<file path="src/rtl/uart_pkg.sv">
// -----------------------------------------------------------------------------
// uart_pkg
//   Types and helpers shared by the UART transmit path.
//
//   parity_e      : parity mode selected by the PARITY string parameter
//   tx_state_e    : transmitter frame states
//   clks_per_bit  : clock cycles per serial bit, integer-truncated
//   parity_bit    : parity bit value for a byte in the given mode
// -----------------------------------------------------------------------------
package uart_pkg;

    typedef enum logic [1:0] {
        PAR_NONE = 2'd0,
        PAR_EVEN = 2'd1,
        PAR_ODD  = 2'd2
    } parity_e;

    typedef enum logic [2:0] {
        ST_IDLE   = 3'd0,
        ST_START  = 3'd1,
        ST_DATA   = 3'd2,
        ST_PARITY = 3'd3,
        ST_STOP   = 3'd4
    } tx_state_e;

    // Truncating divide: 100 MHz / 115200 gives 868, so the real bit rate
    // sits slightly above nominal, well inside receiver tolerance.
    function automatic int clks_per_bit(input int clk_freq, input int baud_rate);
        return clk_freq / baud_rate;
    endfunction

    // Even parity makes the total count of ones even, so the bit is the XOR
    // of the data; odd parity is its inverse.
    function automatic logic parity_bit(input parity_e mode, input logic [7:0] data);
        return (mode == PAR_ODD) ? ~(^data) : (^data);
    endfunction

endpackage : uart_pkg

</file>
<file path="src/rtl/uart_baud_cnt.sv">
// -----------------------------------------------------------------------------
// uart_baud_cnt
//   Bit-period timer. Counts down from CLKS_PER_BIT-1 while enabled and
//   pulses tc on the last clock of every bit period. load restarts the
//   period so a new frame always begins on a full-length bit.
//
//   clk   in   rising-edge clock
//   rst   in   asynchronous active-high reset, clears the count
//   load  in   restart a bit period (takes priority over en)
//   en    in   count enable
//   tc    out  terminal count: final clock of the current bit period
// -----------------------------------------------------------------------------
module uart_baud_cnt #(
    parameter int CLKS_PER_BIT = 868
) (
    input  logic clk,
    input  logic rst,
    input  logic load,
    input  logic en,
    output logic tc
);

    localparam int              CNT_W   = (CLKS_PER_BIT > 1) ? $clog2(CLKS_PER_BIT) : 1;
    localparam logic [CNT_W-1:0] CNT_TOP = CNT_W'(CLKS_PER_BIT - 1);

    logic [CNT_W-1:0] cnt;

    // NOTE: clocked state is assigned with <= so every register samples the
    // pre-edge values; blocking assignments here would create order-dependent
    // simulation and a mismatch against the synthesised netlist.
    always_ff @(posedge clk or posedge rst) begin
        if (rst) begin
            cnt <= '0;
        end else if (load) begin
            cnt <= CNT_TOP;
        end else if (en) begin
            cnt <= (cnt == '0) ? CNT_TOP : cnt - 1'b1;
        end
    end

    // Combinational so the FSM can act in the same clock as the last count.
    assign tc = en && (cnt == '0);

endmodule : uart_baud_cnt

</file>
<file path="src/rtl/uart_tx.sv">
// -----------------------------------------------------------------------------
// uart_tx
//   8-bit UART transmitter: start bit, 8 data bits LSB first, optional
//   even/odd parity bit, 1 or 2 stop bits. Valid/ready byte handshake with
//   back-to-back frames when a byte is offered during the last stop clock.
//
//   Parameters
//     CLK_FREQ   input clock frequency in Hz
//     BAUD_RATE  serial bit rate in bits/s
//     PARITY     "NONE", "EVEN" or "ODD"
//     STOP_BITS  1 or 2
//
//   Ports
//     clk       in   sole clock, rising edge
//     rst       in   asynchronous active-high reset; aborts any frame
//     tx_data   in   [7:0] byte to transmit
//     tx_valid  in   tx_data is valid
//     tx_ready  out  a byte is accepted on this clock if tx_valid is high
//     tx_busy   out  a frame is in progress
//     uart_txd  out  registered serial line, idle high
// -----------------------------------------------------------------------------
module uart_tx
    import uart_pkg::*;
#(
    parameter int    CLK_FREQ  = 100_000_000,
    parameter int    BAUD_RATE = 115_200,
    parameter string PARITY    = "NONE",
    parameter int    STOP_BITS = 1
) (
    input  logic       clk,
    input  logic       rst,
    input  logic [7:0] tx_data,
    input  logic       tx_valid,
    output logic       tx_ready,
    output logic       tx_busy,
    output logic       uart_txd
);

    localparam int      CLKS_PER_BIT = clks_per_bit(CLK_FREQ, BAUD_RATE);
    localparam bit      PARITY_OK    = (PARITY == "NONE") || (PARITY == "EVEN") || (PARITY == "ODD");
    localparam parity_e PAR_MODE     = (PARITY == "EVEN") ? PAR_EVEN :
                                       (PARITY == "ODD")  ? PAR_ODD  : PAR_NONE;
    // Index of the last stop bit: 0 for one stop bit, 1 for two.
    localparam logic    STOP_LAST    = (STOP_BITS == 2);

    // -------------------------------------------------------------------------
    // Elaboration-time parameter checks
    // -------------------------------------------------------------------------
    if (CLKS_PER_BIT < 2) begin : g_bad_rate
        $error("uart_tx: CLK_FREQ / BAUD_RATE must be at least 2");
    end
    if (!PARITY_OK) begin : g_bad_parity
        $error("uart_tx: PARITY must be \"NONE\", \"EVEN\" or \"ODD\"");
    end
    if ((STOP_BITS != 1) && (STOP_BITS != 2)) begin : g_bad_stop
        $error("uart_tx: STOP_BITS must be 1 or 2");
    end

    // -------------------------------------------------------------------------
    // State
    // -------------------------------------------------------------------------
    tx_state_e  state;
    logic [7:0] shift_q;    // remaining data bits, next bit in [0]
    logic [2:0] bit_idx;    // data bit currently on the line, 0..7
    logic       stop_idx;   // stop bit currently on the line
    logic       par_q;      // parity of the accepted byte
    logic       ready_en;   // low until the first clock after reset
    logic       txd_q;
    logic       busy_q;

    logic       baud_tc;
    logic       last_stop;
    logic       accept;

    // -------------------------------------------------------------------------
    // Bit timer: restarted on every accepted byte, free-running within a frame
    // -------------------------------------------------------------------------
    uart_baud_cnt #(
        .CLKS_PER_BIT (CLKS_PER_BIT)
    ) u_baud_cnt (
        .clk  (clk),
        .rst  (rst),
        .load (accept),
        .en   (state != ST_IDLE),
        .tc   (baud_tc)
    );

    // -------------------------------------------------------------------------
    // Handshake
    // -------------------------------------------------------------------------
    assign last_stop = (state == ST_STOP) && baud_tc && (stop_idx == STOP_LAST);

    // NOTE: tx_ready is deliberately combinational from registered state so a
    // byte can be taken in the very last stop clock and the next start bit
    // follows with no idle clock. It never depends on tx_valid, so there is
    // no combinational loop through the sender.
    assign tx_ready = ready_en && ((state == ST_IDLE) || last_stop);
    assign accept   = tx_valid && tx_ready;

    // -------------------------------------------------------------------------
    // Frame FSM. Acceptance only happens in IDLE or the last stop clock, so
    // it is handled ahead of the per-state bit sequencing.
    // -------------------------------------------------------------------------
    always_ff @(posedge clk or posedge rst) begin
        if (rst) begin
            state    <= ST_IDLE;
            shift_q  <= '0;
            bit_idx  <= '0;
            stop_idx <= 1'b0;
            par_q    <= 1'b0;
            ready_en <= 1'b0;
            txd_q    <= 1'b1;
            busy_q   <= 1'b0;
        end else begin
            ready_en <= 1'b1;

            if (accept) begin
                // Byte and its parity are captured here; tx_data is not looked
                // at again until the next acceptance.
                state   <= ST_START;
                shift_q <= tx_data;
                par_q   <= parity_bit(PAR_MODE, tx_data);
                bit_idx <= '0;
                txd_q   <= 1'b0;
                busy_q  <= 1'b1;
            end else begin
                case (state)
                    ST_IDLE: begin
                        txd_q  <= 1'b1;
                        busy_q <= 1'b0;
                    end

                    ST_START: begin
                        if (baud_tc) begin
                            state   <= ST_DATA;
                            bit_idx <= '0;
                            txd_q   <= shift_q[0];
                            shift_q <= shift_q >> 1;
                        end
                    end

                    ST_DATA: begin
                        if (baud_tc) begin
                            if (bit_idx == 3'd7) begin
                                if (PAR_MODE != PAR_NONE) begin
                                    state <= ST_PARITY;
                                    txd_q <= par_q;
                                end else begin
                                    state    <= ST_STOP;
                                    stop_idx <= 1'b0;
                                    txd_q    <= 1'b1;
                                end
                            end else begin
                                bit_idx <= bit_idx + 3'd1;
                                txd_q   <= shift_q[0];
                                shift_q <= shift_q >> 1;
                            end
                        end
                    end

                    ST_PARITY: begin
                        if (baud_tc) begin
                            state    <= ST_STOP;
                            stop_idx <= 1'b0;
                            txd_q    <= 1'b1;
                        end
                    end

                    ST_STOP: begin
                        if (baud_tc) begin
                            if (stop_idx == STOP_LAST) begin
                                state  <= ST_IDLE;
                                busy_q <= 1'b0;
                            end else begin
                                stop_idx <= 1'b1;
                            end
                        end
                    end

                    default: begin
                        state  <= ST_IDLE;
                        txd_q  <= 1'b1;
                        busy_q <= 1'b0;
                    end
                endcase
            end
        end
    end

    assign uart_txd = txd_q;
    assign tx_busy  = busy_q;

endmodule : uart_tx

</file>
<file path="config.mk">
export PLATFORM = sky130hd
export DESIGN_NAME = uart_tx
export DESIGN_NICKNAME = d
export VERILOG_FILES = /design/src/rtl/uart_pkg.sv /design/src/rtl/uart_baud_cnt.sv /design/src/rtl/uart_tx.sv
export SDC_FILE = /design/constraint.sdc
export NUM_CORES = 1
export LEC_CHECK = 0
export BUFFER_PORTS_ARGS = -buffer_cell sky130_fd_sc_hd__buf_2
export CAP_MARGIN = 20
export CORE_ASPECT_RATIO = 0.9
export CORE_MARGIN = 2
export CORE_UTILIZATION = 60
export DETAILED_ROUTE_END_ITERATION = 8
export GPL_ROUTABILITY_DRIVEN = 1
export PLACE_DENSITY = 0.8
export SYNTH_ARGS = -nofsm -noshare
export SYNTH_HDL_FRONTEND = slang
export SYNTH_SLANG_ARGS = --single-unit
</file>
<file path="constraint.sdc">
create_clock -name clk -period 3.8 [get_ports clk]
set_input_delay 0.38 -clock clk [delete_from_list [all_inputs] [get_ports clk]]
set_output_delay 0.38 -clock clk [all_outputs]
set_load 0.01 [all_outputs]
</file>
Word-level counts from Yosys, hierarchy flattened
Cells that the tools add are included.
{"block": "word_totals", "wordCells": 86, "regBits": 28, "out_inout_bits": 3}
{"block": "op_classes", "reduce_logical": 18, "addsub": 2, "muxes": 37, "n_eq_ne": 19, "bitwise_logic": 2}
{"operator": "$mux W3", "n": 11}
{"operator": "$mux W8", "n": 4}
{"operator": "$mux W10", "n": 3}
{"operator": "$ne A3 B3 Y1 const B", "n": 7}
{"operator": "$pmux W8 S2", "n": 1}
{"operator": "$pmux W3 S5", "n": 1}
{"operator": "$mux W1", "n": 13}
{"operator": "$ne A2 B2 Y1 const B", "n": 6}
{"operator": "$logic_not A10 Y1", "n": 1}
{"operator": "$sub A10 B1 Y10 const B", "n": 1}
{"operator": "$reduce_bool A3 Y1", "n": 3}
{"operator": "$reduce_and A4 Y1", "n": 2}
{"operator": "$reduce_and A7 Y1", "n": 1}
{"operator": "$eq A3 B2 Y1 const B", "n": 2}
{"operator": "$eq A3 B3 Y1 const B", "n": 2}
{"operator": "$pmux W3 S2", "n": 1}
{"operator": "$reduce_and A6 Y1", "n": 1}
{"operator": "$logic_and A1 B1 Y1", "n": 5}
{"operator": "$pmux W1 S4", "n": 1}
{"operator": "$add A3 B1 Y3 const B", "n": 1}
{"operator": "$eq A3 B1 Y1 const B", "n": 1}
{"operator": "$logic_not A3 Y1", "n": 1}
{"operator": "$pmux W1 S3", "n": 1}
{"operator": "$reduce_and A3 Y1", "n": 1}
{"operator": "other kinds (6)", "n": 7}

Logic depth before layout (Yosys ltp)
Gate-level depths: netlist (run 1).
{"block": "depth", "word_depth": 9, "depth_mapped": 7}

Cells and area by module
Synthesis (run 1) repeated with hierarchy kept, for this count alone.
{"block": "hier_totals", "cells_unflattened": 165, "area_unflattened_um2": 1596.5}
{"mod": "uart_tx", "cells_per_inst": 101, "seq_area_each_um2": 426.7, "area_each_um2": 983.4, "n_inst": 1}
{"mod": "uart_baud_cnt", "cells_per_inst": 64, "seq_area_each_um2": 250.2, "area_each_um2": 613.1, "n_inst": 1}

Worst setup path after synthesis (run 1)
OpenSTA, ideal clock, no wires.
{"block": "synth_path", "path_kind": "reg-to-output", "startpoint": "register u_baud_cnt.cnt[3]", "endpoint": "output tx_ready", "path_buffers": 1, "stages_incl_launch_ff": 5, "slack_ps": 1715, "arrival_ps": 1705, "required_time_ps": 3420, "path_cell_list": "dfrtp_1 -> or4_1 -> buf_2 -> o31ai_4 -> and3_1"}
{"block": "synth_via", "elab_chain_len": 6}
{"element": "start, declared", "line": "uart_baud_cnt.sv:26", "source": "logic [CNT_W-1:0] cnt;"}
{"element": "start signal, assigned", "line": "uart_baud_cnt.sv:37", "source": "cnt <= (cnt == '0) ? CNT_TOP : cnt - 1'b1;"}
{"element": "$logic_not A10 Y1", "line": "uart_baud_cnt.sv:42", "source": "assign tc = en && (cnt == '0);"}
{"element": "$logic_and A1 B1 Y1", "line": "uart_baud_cnt.sv:42"}
{"element": "$logic_and A1 B1 Y1 (2 in series)", "line": "uart_tx.sv:91", "source": "assign last_stop = (state == ST_STOP) && baud_tc && (stop_idx == STOP_LAST);"}
{"element": "$logic_or A1 B1 Y1", "line": "uart_tx.sv:97", "source": "assign tx_ready = ready_en && ((state == ST_IDLE) || last_stop);"}
{"element": "$logic_and A1 B1 Y1", "line": "uart_tx.sv:97"}
{"element": "end, declared", "line": "uart_tx.sv:34", "source": "output logic tx_ready,"}
No other way between the ends.

Final worst setup path (run 1)
{"block": "layout_path", "startpoint": "register u_baud_cnt.cnt[4]", "endpoint": "output tx_ready"}
The elaborated chain is that of the path after synthesis.

==> reports/metrics.cfg, run 1 <==
[finish]
layout_commonest_cell = dfrtp_1
nets = 186
syn_to_final_growth_pct = 8.33
design_area_mm2 = 0.00166
postLayoutCoreUtil = 0.679
num-fill-cells = 207
n_antenna_cell = 0
layout_common_cells = dfrtp_1 (26), buf_2 (13), o21ai_0 (12)
layout-drive-gt1-share = 0.170

[placement]
place_area_mm2 = 0.00159
place.gp.congestion = 0.823
place_hpwl_um = 2330
port_buffers = 13

[detailed_routing]
vias_per_cell = 6.44
firstDrtPassIters = 4
first_iter_violations = 64
drtAntennaViolNets = 0
routed_wl_um = 3350
dr_total_vias = 1281
drc = 0
detail_route.wl_per_cell_um = 16.9

[power_and_ir_drop]
p_leak_nw = 0.667
power_density_mw_per_mm2 = 528
vdd_drop_max_v = 0.000461

[critical_path]
slowest_stage = or4_1
worstPathCellList = or4_1 > o31ai_4 > and3_1 > buf_2
r2r_slack_ps = 1300
crit_buf_inv = 1
r2r_start = u_baud_cnt.cnt[0]
critical_path.top_delay_family = simple AND/OR/NAND/NOR gates
cp-end-kind = output pin
crit_arrival_ps = 2400
critPathRequiredTime_ps = 3420
reg2regPathDepth = 6
r2r-end = bit_idx[0]
crit_type = register to output pin
cp_max_fo = 10
crit_path_start_kind = register
cp-startpoint = u_baud_cnt.cnt[4]
max_stage_delay_ps = 650

[logic_synthesis]
synthArstFlopShare = 1.00
ys_seq_elements = 27
avgSynthCellArea_um2 = 9.52
ys_warn_count = 0
synth_edf_count = 0
synthDistinctLibCells = 42
synth_fp_nets = 175
yosysSeqAreaShare = 0.442
synth_ff_type = dfrtp_1
mappedNetlistArea_mm2 = 0.00153
synthCells = 161

[sta]
holdWs_ps = 232
max_freq_mhz = 359
period_minus_slack_ps = 2780
setup_viol = 0
tns_ps = 0
worst_slew_pin_slew_ps = 926
finalCritPeriodShare = 0.732
slew_violations = 0
hold_violations = 0
maxSlewHeadroom = 0.366
finalClockSkew_ps = 10.5
rsz0062_at_grt = false

[global_route]
grt_max_degree = 28
track_usage = 0.246
grt_overflow = 0
antenna_found_initial = 0
grt_pass1_wl_um = 5610
grt_pass1_vias = 1149

[floorplanning]
io_pins = 14
core_mm2 = 0.00245
rows = 17
initial_core_util = 0.627
die_area_mm2 = 0.00298
die_h_um = 52.0
fp.dieW_um = 57.3

[clocking]
cts_setup_buffers = 0
cts_buffers = 3
cts_tree = yes
clk_latency_ps = 350
clock_sinks = 27
path_clk_slew_ps = 150
root_buffer = clkbuf_4
cts_resized = 0
clock_path_buffers = 2
cts_max_level = 1

[outcome]
run_status = completed

[min_path]
holdPathStages = 2
holdCritPathClass = input port to register
min_to = shift_q[7]
min_from = tx_data[7]

[flow_run]
maxCapViolCount = 0

layer usage:
metal  vias up  share of wire  GRT usage
li1        610              -          -
met1       618           0.46      0.367
met2        51           0.48      0.374
met3         2          0.061     0.0522
met4         0         0.0075     0.0465
met5         -              0          0
logic make-up (layout without fill, tap and decap cells):
group                      Yosys count  count (layout)  synth area share
xor gates and xnor gates             7               7            0.0400
and+or+nand+nor                     56              56             0.194
buffers and inverters               18              28            0.0506
other                                1               1           0.00245
muxes                                4               4            0.0269
AOI/OAI and AO/OA                   44              44             0.213
DFF                                 27              27             0.442
adders and majority gates            4               4            0.0310
metrics by stage:
step                cells  worst slack, ps  power [W]
CTS                   197             1050   0.000871
finish                199             1020   0.000877
global placement      193             1480   0.000722
floorplan             161             1710   0.000664
global route          199              940   0.000943
detailed placement    193             1370   0.000741
state kept, by name, indices dropped and copies added (netlist names):
register        flops
bit_idx             3
tx_busy             1
state               3
u_baud_cnt.cnt     10
shift_q             8
ready_en            1
uart_txd            1
Yosys cell counts, drive strengths merged (3+ instances only):
cell type	instances	share of area
or2	3	0.012
inv	8	0.020
nor4	4	0.016
xnor2	7	0.040
a2bb2oi	8	0.046
o21ai	13	0.042
nor3	5	0.016
nor3b	4	0.020
dfrtp	26	0.42
clkbuf	7	0.017
buf	3	0.014
a21oi	3	0.0098
or3	3	0.012
nor2	12	0.031
ha	3	0.024
nor2b	8	0.033
a32oi	8	0.046
mux2i	3	0.020
nand2	11	0.029
worst max path at each step:
stage / endpoint / slack [ps] / depth (start not counted)
6_report: tx_ready / 1020 / 4
5_1_grt: tx_ready / 940 / 4
4_1_cts: tx_ready / 1050 / 4
3_5_place_dp: bit_idx[0] / 1370 / 6
3_3_place_gp: tx_ready / 1480 / 4
2_1_floorplan: tx_ready / 1710 / 4
timing repair:
action,CTS,global route
setup endpoints to repair,0,0
hold endpoints to repair,0,2
hold buffers,0,1
layout make-up:
cell class	instances	area, µm²	share of cell area
multi-input combinational	116	778	0.469
sequential	27	677	0.408
timing repair buffer	16	110	0.0663
tap	28	35.0	0.0211
inverter	8	30.0	0.0181
clock buffer	3	22.5	0.0136
clock inverter	1	7.51	0.00452
power breakdown:
group / internal [W] / switching [W]
Sequential: 0.000379 / 0.0000792
Combinational: 0.000139 / 0.000148
Clock: 0.0000405 / 0.0000913
Power figures use the tool's default switching activity.
==> run 2, diff against run 1 <==
--- a/config.mk
+++ b/config.mk
@@ -9,10 +9,10 @@
 export CAP_MARGIN = 20
 export CORE_ASPECT_RATIO = 0.9
 export CORE_MARGIN = 2
-export CORE_UTILIZATION = 60
+export CORE_UTILIZATION = 58
 export DETAILED_ROUTE_END_ITERATION = 8
 export GPL_ROUTABILITY_DRIVEN = 1
-export PLACE_DENSITY = 0.8
+export PLACE_DENSITY = 0.78
 export SYNTH_ARGS = -nofsm -noshare
 export SYNTH_HDL_FRONTEND = slang
 export SYNTH_SLANG_ARGS = --single-unit
==> constraint.sdc (replaced) <==
create_clock -name clk -period 2.8 [get_ports clk]
set_input_delay 0.28 -clock clk [delete_from_list [all_inputs] [get_ports clk]]
set_output_delay 0.28 -clock clk [all_outputs]
set_load 0.01 [all_outputs]
==> run 2 against run 1 <==
Total power up 34%; register-to-register slack worse by 750 ps; via count down 0.62%; critical path depth unchanged; clock power up 29%; hold slack worse by 63 ps; non-clock buffer count up 4; wire length down 3.8%; clock skew down 0.84 ps; clock-buffer cell count unchanged; die area up 3.2%; utilization down 0.56 points.
==> reports/metrics.cfg, run 2 (same netlist as run 1, synthesis figures left out) <==
[outcome]
run_status = completed

[critical_path]
slowest_stage = or4_1
crit_path_start_kind = register
critical_path.top_delay_family = simple AND/OR/NAND/NOR gates
crit_buf_inv = 1  ; unchanged
critPathRequiredTime_ps = 2520  ; -900 ps
worstPathCellList = or4_1 > o31ai_4 > and3_1 > buf_2
crit_type = register to output pin
crit_arrival_ps = 2350  ; -50 ps
cp-end-kind = output pin
max_stage_delay_ps = 670  ; +20 ps
cp_max_fo = 10  ; unchanged

[clocking]
cts_tree = yes
clk_latency_ps = 330  ; -20 ps
cts_setup_buffers = 0  ; unchanged
clock_sinks = 27  ; unchanged
cts_buffers = 3  ; unchanged
cts_max_level = 1  ; unchanged
root_buffer = clkbuf_4
clock_path_buffers = 2  ; unchanged
path_clk_slew_ps = 140  ; about the same

[detailed_routing]
firstDrtPassIters = 4  ; unchanged
met1_length_um = 1530  ; +0.33%
first_iter_violations = 70  ; +9.4%
drtAntennaViolNets = 0  ; unchanged
routed.top_layer = met4
routed_wl_um = 3230  ; -3.8%
wl_met2_um = 1480  ; -7.2%
dr_total_vias = 1273  ; -0.62%
drc = 0  ; unchanged
vias_per_cell = 6.27  ; -2.6%
detail_route.wl_per_cell_um = 15.9  ; -5.7%
wl_met3_um = 201  ; -1.5%

[finish]
layout_commonest_cell = dfrtp_1
syn_to_final_growth_pct = 9.31
regArea_um2 = 677  ; unchanged
reg_top3 = u_baud_cnt.cnt (10), shift_q (8)
largest_register_ffs = 10  ; unchanged
n_antenna_cell = 0  ; unchanged
postLayoutCoreUtil = 0.673  ; -0.00557
nets = 190  ; +2.2%
multi_input_area_um2 = 778  ; unchanged
layout_common_cells = dfrtp_1 (26), buf_2 (13), o21ai_0 (12)
design_area_mm2 = 0.00168  ; +0.90%
top_register = u_baud_cnt.cnt
num-fill-cells = 205  ; -0.97%
layout-drive-gt1-share = 0.189  ; +0.0190

[placement]
place.gp.congestion = 0.879  ; +6.8%
place_area_mm2 = 0.00162  ; +1.9%
port_buffers = 13  ; unchanged
preCtsSetupSlack_ps = 579  ; -786 ps
place_hpwl_um = 2350  ; +1.1%

[sta]
maxSlewHeadroom = 0.638  ; +0.271
max_freq_mhz = 380
finalClockSkew_ps = 9.64  ; -0.841 ps
setup_ws_ps = 169  ; -848 ps
worst_slew_pin_slew_ps = 543  ; -384 ps
hold_violations = 0  ; unchanged
finalCritPeriodShare = 0.939
tns_ps = 0  ; unchanged
setup_viol = 0  ; unchanged
slew_violations = 0  ; unchanged
period_minus_slack_ps = 2630
rsz0062_at_grt = false

[global_route]
track_usage = 0.239  ; -0.00783
grt_overflow = 0  ; unchanged
grt_pass1_vias = 1104  ; -3.9%
antenna_found_initial = 0  ; unchanged
grt_max_degree = 28  ; unchanged
grt_pass1_wl_um = 5450  ; -2.8%

[power_and_ir_drop]
power.total_w = 0.00117  ; +34%
vdd_drop_max_v = 0.000537  ; +16%
power_density_mw_per_mm2 = 699  ; +32%
p_leak_nw = 0.685  ; +2.8%

[floorplanning]
io_pins = 14  ; unchanged
die_h_um = 52.8  ; +1.6%
initial_core_util = 0.616  ; -0.0107
fp.dieW_um = 58.2  ; +1.6%
rows = 17  ; unchanged
die_area_mm2 = 0.00307  ; +3.2%
core_mm2 = 0.00249  ; +1.7%

[flow_run]
maxCapViolCount = 0  ; unchanged

[min_path]
holdCritPathClass = input port to register

==> run 2: cell types whose count changed in the layout (fill, tap and decap cells not counted), sizes merged <==
cell	change
buf	+4
clkinv	+1
clkinvlp	-1
==> run 2: worst paths after layout <==
check	startpoint	endpoint	slack (ps)	depth (start not counted)
worst min register to register	bit_idx[1]	bit_idx[1]	530	2
worst max-delay path	u_baud_cnt.cnt[3]	tx_ready	170	4
min in group asynchronous	rst	u_baud_cnt.cnt[7]	510	3
max in group asynchronous	rst	shift_q[1]	1800	4
worst max register to register	u_baud_cnt.cnt[3]	shift_q[1]	550	4
worst min-delay path	tx_data[7]	shift_q[7]	170	2
==> run 2: report_power, final <==
group	switching, W	total [W]	leakage (nW)	internal (W)
Combinational	0.000201	0.000390	0.355	0.000189
Sequential	0.0000969	0.000612	0.313	0.000515
Clock	0.000116	0.000170	0.0177	0.0000537
Total	0.000414	0.00117	0.685	0.000758
==> run 2: what timing repair did <==
item	CTS	global route
hold endpoints to repair	0	12
gates resized for setup	0	0
hold buffers	0	1
==> run 2: cell type report <==
class	count	area share
multi-input combinational	116	0.465
sequential	27	0.404
timing repair buffer	20	0.0762
tap	28	0.0209
inverter	8	0.0179
clock buffer	3	0.0134
clock inverter	1	0.00299
==> run 2: stage by stage <==
stage / hold slack, ps / cells
final: 170 / 203
after global routing: 136 / 203
after CTS: 165 / 201
after floorplan: 332 / 161
after detailed placement: 514 / 197
after global placement: 495 / 197
==> run 2: metal layers <==
| layer | up-vias | global-route usage |
|---|---|---|
| met5 | - | 0 |
| met1 | 607 | 0.360 |
| met3 | 2 | 0.0617 |
| met4 | 0 | 0.0465 |
| li1 | 616 | - |
| met2 | 48 | 0.345 |
==> run 2: worst reg2reg max path, cell delays in order (launching register included) <==
cell and delay (ps):
dfrtp_1 460, or4_1 670, o31ai_4 540, nand2_2 280
a2bb2oi_1 190
